`config.mk`:
```
export PLATFORM = sky130hd
export DESIGN_NAME = attempt_lockout_ctrl_flat
export DESIGN_NICKNAME = d
export VERILOG_FILES = /design/src/rtl/attempt_lockout_ctrl_if.sv /design/src/rtl/attempt_lockout_ctrl.sv /design/src/flat_wrapper.sv
export SDC_FILE = /design/constraint.sdc
export NUM_CORES = 1
export LEC_CHECK = 0
export CAP_MARGIN = 20
export CORE_AREA = 2 2 39 41
export CTS_CLUSTER_DIAMETER = 200
export DETAILED_ROUTE_END_ITERATION = 8
export DIE_AREA = 0 0 41 43
export GPL_ROUTABILITY_DRIVEN = 0
export SYNTH_ARGS = -nofsm -noshare
export SYNTH_HDL_FRONTEND = slang
export SYNTH_SLANG_ARGS = --single-unit
```
`constraint.sdc`:
```
create_clock -name clk -period 2.9 [get_ports clk]
set_clock_uncertainty 0.15 [all_clocks]
set_input_delay 0.87 -clock clk [delete_from_list [all_inputs] [get_ports clk]]
set_output_delay 0.87 -clock clk [all_outputs]
set_load 0.005 [all_outputs]
```
`src/rtl/attempt_lockout_ctrl_if.sv`:
```
// Signal bundle between the safe-lock supervisor, the code comparator,
// the interval timer and the bolt/LED drivers.
interface attempt_lockout_ctrl_if #(
  parameter int CNT_W = 2
);
  logic             code_valid;
  logic             code_match;
  logic             relock;
  logic             admin_clear;
  logic             timer_done;
  logic             timer_start;
  logic             unlocked;
  logic             lockout;
  logic             alarm;
  logic [CNT_W-1:0] fail_count;
  logic [CNT_W-1:0] lockout_count;

  modport master (
    output code_valid, code_match, relock, admin_clear, timer_done,
    input  timer_start, unlocked, lockout, alarm, fail_count, lockout_count
  );

  modport slave (
    input  code_valid, code_match, relock, admin_clear, timer_done,
    output timer_start, unlocked, lockout, alarm, fail_count, lockout_count
  );
endinterface

```
`src/rtl/attempt_lockout_ctrl.sv`:
```
// Safe-lock supervisor: counts wrong codes, times the open window and the
// penalty lockout through the shared interval timer, latches a tamper alarm.
module attempt_lockout_ctrl #(
  parameter int MAX_ATTEMPTS = 3,
  parameter int MAX_LOCKOUTS = 2,
  parameter int CNT_W        = 2
) (
  input  logic                  clk,
  input  logic                  rst,
  attempt_lockout_ctrl_if.slave bus
);

  localparam logic [2:0] S_LOCKED   = 3'd0;
  localparam logic [2:0] S_OPEN_ARM = 3'd1;
  localparam logic [2:0] S_OPEN     = 3'd2;
  localparam logic [2:0] S_LOCK_ARM = 3'd3;
  localparam logic [2:0] S_LOCKOUT  = 3'd4;
  localparam logic [2:0] S_ALARM    = 3'd5;

  localparam logic [CNT_W-1:0] FAIL_LAST = CNT_W'(MAX_ATTEMPTS - 1);
  localparam logic [CNT_W-1:0] LOCK_LAST = CNT_W'(MAX_LOCKOUTS - 1);

  logic [2:0]       state;
  logic [CNT_W-1:0] fail_q;
  logic [CNT_W-1:0] lock_q;

  always_ff @(posedge clk) begin
    if (rst || bus.admin_clear) begin
      state  <= S_LOCKED;
      fail_q <= '0;
      lock_q <= '0;
    end else begin
      case (state)
        S_LOCKED: begin
          if (bus.code_valid) begin
            if (bus.code_match) begin
              state  <= S_OPEN_ARM;
              fail_q <= '0;
              lock_q <= '0;
            end else if (fail_q < FAIL_LAST) begin
              fail_q <= fail_q + CNT_W'(1);
            end else begin
              fail_q <= '0;
              // Final lockout escalates straight to alarm without arming the timer.
              if (lock_q == LOCK_LAST) begin
                state <= S_ALARM;
              end else begin
                lock_q <= lock_q + CNT_W'(1);
                state  <= S_LOCK_ARM;
              end
            end
          end
        end
        // Timer still reports done during ARM, so ARM states never look at it.
        S_OPEN_ARM: state <= S_OPEN;
        S_OPEN: begin
          if (bus.timer_done || bus.relock) state <= S_LOCKED;
        end
        S_LOCK_ARM: state <= S_LOCKOUT;
        S_LOCKOUT: begin
          if (bus.timer_done) state <= S_LOCKED;
        end
        S_ALARM: state <= S_ALARM;
        default: state <= S_LOCKED;
      endcase
    end
  end

  assign bus.timer_start   = (state == S_OPEN_ARM) || (state == S_LOCK_ARM);
  assign bus.unlocked      = (state == S_OPEN_ARM) || (state == S_OPEN);
  assign bus.lockout       = (state == S_LOCK_ARM) || (state == S_LOCKOUT);
  assign bus.alarm         = (state == S_ALARM);
  assign bus.fail_count    = fail_q;
  assign bus.lockout_count = lock_q;

endmodule

```
`src/flat_wrapper.sv`:
```
// flat-port wrapper written by rule: the top's interface ports become plain ports
module attempt_lockout_ctrl_flat 
#(
  parameter int MAX_ATTEMPTS = 3,
  parameter int MAX_LOCKOUTS = 2,
  parameter int CNT_W        = 2
)
  (clk, rst, bus_code_valid, bus_code_match, bus_relock, bus_admin_clear, bus_timer_done, bus_timer_start, bus_unlocked, bus_lockout, bus_alarm, bus_fail_count, bus_lockout_count);
  attempt_lockout_ctrl_if #(.CNT_W(CNT_W)) bus_i ();
  input  logic clk;
  input  logic rst;
  input wire logic [$bits(bus_i.code_valid)-1:0] bus_code_valid;
  input wire logic [$bits(bus_i.code_match)-1:0] bus_code_match;
  input wire logic [$bits(bus_i.relock)-1:0] bus_relock;
  input wire logic [$bits(bus_i.admin_clear)-1:0] bus_admin_clear;
  input wire logic [$bits(bus_i.timer_done)-1:0] bus_timer_done;
  output wire logic [$bits(bus_i.timer_start)-1:0] bus_timer_start;
  output wire logic [$bits(bus_i.unlocked)-1:0] bus_unlocked;
  output wire logic [$bits(bus_i.lockout)-1:0] bus_lockout;
  output wire logic [$bits(bus_i.alarm)-1:0] bus_alarm;
  output wire logic [$bits(bus_i.fail_count)-1:0] bus_fail_count;
  output wire logic [$bits(bus_i.lockout_count)-1:0] bus_lockout_count;
  assign bus_i.code_valid = bus_code_valid;
  assign bus_i.code_match = bus_code_match;
  assign bus_i.relock = bus_relock;
  assign bus_i.admin_clear = bus_admin_clear;
  assign bus_i.timer_done = bus_timer_done;
  assign bus_timer_start = bus_i.timer_start;
  assign bus_unlocked = bus_i.unlocked;
  assign bus_lockout = bus_i.lockout;
  assign bus_alarm = bus_i.alarm;
  assign bus_fail_count = bus_i.fail_count;
  assign bus_lockout_count = bus_i.lockout_count;
  attempt_lockout_ctrl #(.MAX_ATTEMPTS(MAX_ATTEMPTS), .MAX_LOCKOUTS(MAX_LOCKOUTS), .CNT_W(CNT_W)) u_core (.clk(clk), .rst(rst), .bus(bus_i));
endmodule
```
==> summary.txt, run 1 <==
Hold Path End: u_core.bus.lockout_count[0]
placed cell area: 578.1 um2
layout cells sized above 1: 12.50%
hold path startpoint: u_core.bus.lockout_count[0]
PortBufs: 14
die footprint: 1763 um2
post-route design area: 604.3 um2
Slew Limit Headroom: 73.51%
DRC viols: 0
post-cts sizing count: 0
first-pass detailed-route iteration total: 4
Yosys Warn Count: 0
CP Launch Type: flip-flop
post-DP HPWL: 680.4 um
Register Area: 140.1 um2
Post-synth ARST share: 0%
Final setup viols: 0
FF+latch count, synth: 7
Via Count: 379
core area: 1384 um2
initial drt markers: 4
Area growth syn-to-layout: 39.60%
CTS Buf Count: 3
status: finished clean
Root Buffer: clkbuf_4
Post CTS Setup Buffer Count: 0
# hold bufs at CTS: 0
DP Worst Slack: 482.1 ps
Hold Path Cell Cnt: 2
Post-Route Utilization: 43.67%
Worst-path clk slew: 50 ps
TritonCTS clock tree: yes
CP startpoint: u_core.state[2]
WP data required: 1880 ps
VDD IR max: 0.1782 mV
vias in the first global route: 326
FP Rows: 14
syn_nets: 56
io pins: 15
Crit Reg-Reg Startpoint: u_core.state[1]
initial antenna violation count: 0
Seq/Total Area, Yosys: 32.37%
RSZ-0062 raised after global routing: false
first-pass GRT wire length: 1317 um
Slew Limit Fails: 0
Routed Antenna Nets: 0
Max FO, Critical Path: 8
crit end category: primary output
layout net count: 73
Worst R2R End: u_core.bus.lockout_count[1]
Max Freq: 376.2 MHz
Fillers: 168
Die X: 41 um
GRT Resource Usage Total: 11.57%
Mapped Avg Cell Area: 9.019 um2
Post-synth EDFFs: 0
type of the worst min-delay path: flip-flop to flip-flop
max_cap viols: 0
Hold Slack: 352.7 ps
most frequent cells in the layout: clkdlybuf4s50_1 (14), dfxtp_1 (7), nor2_1 (6)
Netlist cell types: 30
slew at the pin closest to its max-slew limit: 395.7 ps
# diodes: 0
clk buf depth: 2
vias per cell: 4.738
CP arrival: 1640 ps
post-route setup slack: 241.5 ps
CTS HTree Levels: 1
die height: 43 um
largest net degree at the start of global routing: 9
ys flop type: dfxtp_1
setup_tns: 0 ps
grt ovf: 0
WL/cell: 10.64 um
CTS Sinks: 7
Worst-Skew Late Latency: 240 ps
pwr dens: 352.2 nW/um2
r2r worst-path depth: 3
leak pwr: 0.2090 nW
period utilization: 91.67%
Post-Syn Area: 432.9 um2
Syn Inst Count: 48
reg2reg setup slack: 1470 ps
Final min period: 2658 ps
starting density of the core: 31.28%
WS Path Type: flip-flop to primary output
Multi-input gate area: 266.5 um2
final hold violation count: 0
Routed WL: 851 um
commonest non-fill, non-tap cell in the layout: clkdlybuf4s50_1
metal layers:
| metal | track usage [%] | vias up | part of all wire, % |
|---|---|---|---|
| met1 | 14.24 | 156 | 51 |
| met2 | 14.69 | 12 | 41 |
| met5 | 0 | - | 0 |
| met4 | 8.000 | 0 | 1.4 |
| li1 | - | 209 | - |
| met3 | 6.283 | 2 | 6.7 |
synthesized netlist by cell type (2+ instances only):
cell type	n	area, um2
dfxtp_1	7	140.1
nand2_1	4	15.01
mux2i_1	2	20.02
nor2_1	6	22.52
inv_1	3	11.26
o21ai_0	2	10.01
registers in the layout, summed over array words and instances, names as in the netlist:
| name | count |
|---|---|
| u_core.bus.fail_count | 2 |
| u_core.bus.lockout_count | 2 |
| u_core.state | 3 |
through the flow:
stage	std cells	power, mW
after floorplan	48	0.1146
after global routing	80	0.2263
after CTS	80	0.2178
after detailed placement	76	0.1289
final	80	0.2128
after global placement	76	0.1289
where the power goes:
part	internal, mW	switching, mW
Clock	0.0524	0.0339
Sequential	0.0974	0.00178
Combinational	0.0169	0.0105
cell type report:
type,count,area share (%)
Sequential cell,7,23.19
Inverter,3,1.863
Timing Repair Buffer,14,23.19
Multi-Input combinational cell,36,44.10
Clock buffer,4,4.348
Tap cell,16,3.313
cells by family after synthesis:
group	synth area share, %
AOI/OAI and AO/OA	18.50
muxes	4.624
DFF	32.37
adders and majority gates	2.890
buffers and inverters	6.068
xor gates and xnor gates	2.023
and+or+nand+nor	33.53
how the worst max path moves through the flow:
stage / end / slack, ps
after detailed placement: bus_lockout / 480
final: bus_lockout / 240
after floorplan: bus_lockout / 990
after CTS: bus_lockout / 220
after global routing: bus_lockout / 120
after global placement: bus_lockout / 490
critical path, stage by stage, from the launching register on:
cell	delay (ps)
dfxtp_1	460
or2b_1	280
o21ai_0	140
clkdlybuf4s50_1	510
Note: power is estimated with default switching activity, not from simulation.
==> inputs of run 2 (changes only) <==
--- a/config.mk
+++ b/config.mk
@@ -5,8 +5,8 @@
 export SDC_FILE = /design/constraint.sdc
 export NUM_CORES = 1
 export LEC_CHECK = 0
-export CAP_MARGIN = 20
 export CORE_AREA = 2 2 39 41
+export CTS_BUF_LIST = sky130_fd_sc_hd__clkbuf_4 sky130_fd_sc_hd__clkbuf_8
 export CTS_CLUSTER_DIAMETER = 200
 export DETAILED_ROUTE_END_ITERATION = 8
 export DIE_AREA = 0 0 41 43
==> run 2 against run 1 <==
  * Critical path depth did not move
  * Die area did not move
  * Routed wire length rose by 0.12%
  * Register-to-register slack barely moved
  * Sequential power barely moved
  * Total power rose by 4.4%
  * Combinational power barely moved
  * Critical endpoint unchanged
==> summary.txt, run 2 (synthesis gave the netlist of run 1 again) <==
status: finished clean
period utilization: 91.66% (about the same)
Worst-path clk slew: 50 ps (about the same)
initial antenna violation count: 0 (unchanged)
Post-Layout Cell Count: 80 (unchanged)
TritonCTS clock tree: yes
clk buf depth: 2 (unchanged)
CP startpoint: u_core.state[2]
CTS Buf Count: 3 (unchanged)
Hold Slack: 352.8 ps (+0.05300 ps)
layout cells sized above 1: 14.06% (+1.6 points)
starting density of the core: 31.28% (unchanged)
# diodes: 0 (unchanged)
PortBufs: 14 (unchanged)
Max Freq: 376.2 MHz (about the same)
CTS HTree Levels: 1 (unchanged)
CP Launch Type: flip-flop
GRT Resource Usage Total: 11.57% (unchanged)
Worst-Skew Late Latency: 240 ps (about the same)
metal3 WL: 57 um (unchanged)
initial drt markers: 4 (unchanged)
most frequent cells in the layout: clkdlybuf4s50_1 (14), dfxtp_1 (7), nor2_1 (6)
Fillers: 166 (-1.2%)
largest net degree at the start of global routing: 9 (unchanged)
CTS Sinks: 7 (unchanged)
layout net count: 73 (unchanged)
WP data required: 1880 ps (about the same)
RSZ-0062 raised after global routing: false
leak pwr: 0.2124 nW (+1.6%)
pwr dens: 365.5 nW/um2 (+3.8%)
core area: 1384 um2 (unchanged)
WL/cell: 10.65 um (+0.12%)
Final setup viols: 0 (unchanged)
max_cap viols: 0 (unchanged)
Slew Limit Fails: 0 (unchanged)
first-pass GRT wire length: 1317 um (unchanged)
Final min period: 2658 ps (-0.2490 ps)
slew at the pin closest to its max-slew limit: 395.7 ps (unchanged)
Routed Antenna Nets: 0 (unchanged)
# hold bufs at CTS: 0 (unchanged)
FP Rows: 14 (unchanged)
type of the worst min-delay path: flip-flop to flip-flop
setup_tns: 0 ps (unchanged)
largest reg by FF count: u_core.state
placed cell count: 76 (unchanged)
met2 WL: 347 um (unchanged)
Via Count: 379 (unchanged)
Crit Reg-Reg Startpoint: u_core.state[1]
CP arrival: 1640 ps (about the same)
post-DP HPWL: 680.4 um (unchanged)
placed cell area: 578.1 um2 (unchanged)
post-cts sizing count: 0 (unchanged)
Routed WL: 852 um (+0.12%)
grt ovf: 0 (unchanged)
wl on met1: 435 um (unchanged)
Slew Limit Headroom: 73.51% (unchanged)
die footprint: 1763 um2 (unchanged)
first-pass detailed-route iteration total: 4 (unchanged)
Max FO, Critical Path: 8 (unchanged)
VDD IR max: 0.1796 mV (+0.80%)
commonest non-fill, non-tap cell in the layout: clkdlybuf4s50_1
crit end category: primary output
final hold violation count: 0 (unchanged)
Post CTS Setup Buffer Count: 0 (unchanged)
WS Path Type: flip-flop to primary output
io pins: 15 (unchanged)
hold path startpoint: u_core.bus.lockout_count[0]
vias in the first global route: 326 (unchanged)
post-route design area: 608.1 um2 (+0.62%)
Area growth syn-to-layout: 40.46%
Die X: 41 um (unchanged)
Root Buffer: clkbuf_4
max reg flops: 3 (unchanged)
Top Metal Used: met4
vias per cell: 4.738 (unchanged)
die height: 43 um (unchanged)
DRC viols: 0 (unchanged)
==> run 2: changes by cell type in the layout (fill, tap and decap cells not counted) <==
cell      delta
clkbuf_1     -1
clkbuf_4     +1
==> run 2: critical path, cell delays in order, from the launching register on <==
cell and delay (ps):
dfxtp_1 460, or2b_1 280, o21ai_0 140, clkdlybuf4s50_1 510
==> run 2: final timing paths <==
path | endpoint | slack (ps) | cells past startpoint
setup / recovery | bus_lockout | 240 | 3
setup reg to reg | u_core.bus.lockout_count[1] | 1470 | 3
hold / removal | u_core.bus.lockout_count[0] | 350 | 2
hold reg to reg | u_core.bus.lockout_count[0] | 350 | 2
==> run 2: where the power goes <==
group / internal [mW] / switching [mW] / leakage (nW) / total (mW)
logic: 0.0169 / 0.0105 / 0.137 / 0.0274
clock network: 0.0617 / 0.0340 / 0.0184 / 0.0957
registers: 0.0974 / 0.00178 / 0.0565 / 0.0992
==> run 2: layer usage <==
metal / vias up / track usage, %
met5: - / 0
met1: 156 / 14.24
met4: 0 / 8.000
met2: 12 / 14.69
li1: 209 / -
met3: 2 / 6.283
==> run 2: through the flow <==
stage                     setup slack (ps)  util, %  power (mW)
after detailed placement             482.1    41.77      0.1289
after global placement               494.9    41.77      0.1289
after floorplan                      994.0        -      0.1146
final                                241.8    43.94      0.2223
after global routing                 124.6    43.94      0.2354
after CTS                            219.6    43.94      0.2268
==> run 2: cell type report <==
class	instances	area [um2]	share of cell area, %
Clock buffer	4	30.03	4.938
Inverter	3	11.26	1.852
Sequential cell	7	140.1	23.05
Tap cell	16	20.02	3.292
Timing Repair Buffer	14	140.1	23.05
Multi-Input combinational cell	36	266.5	43.83
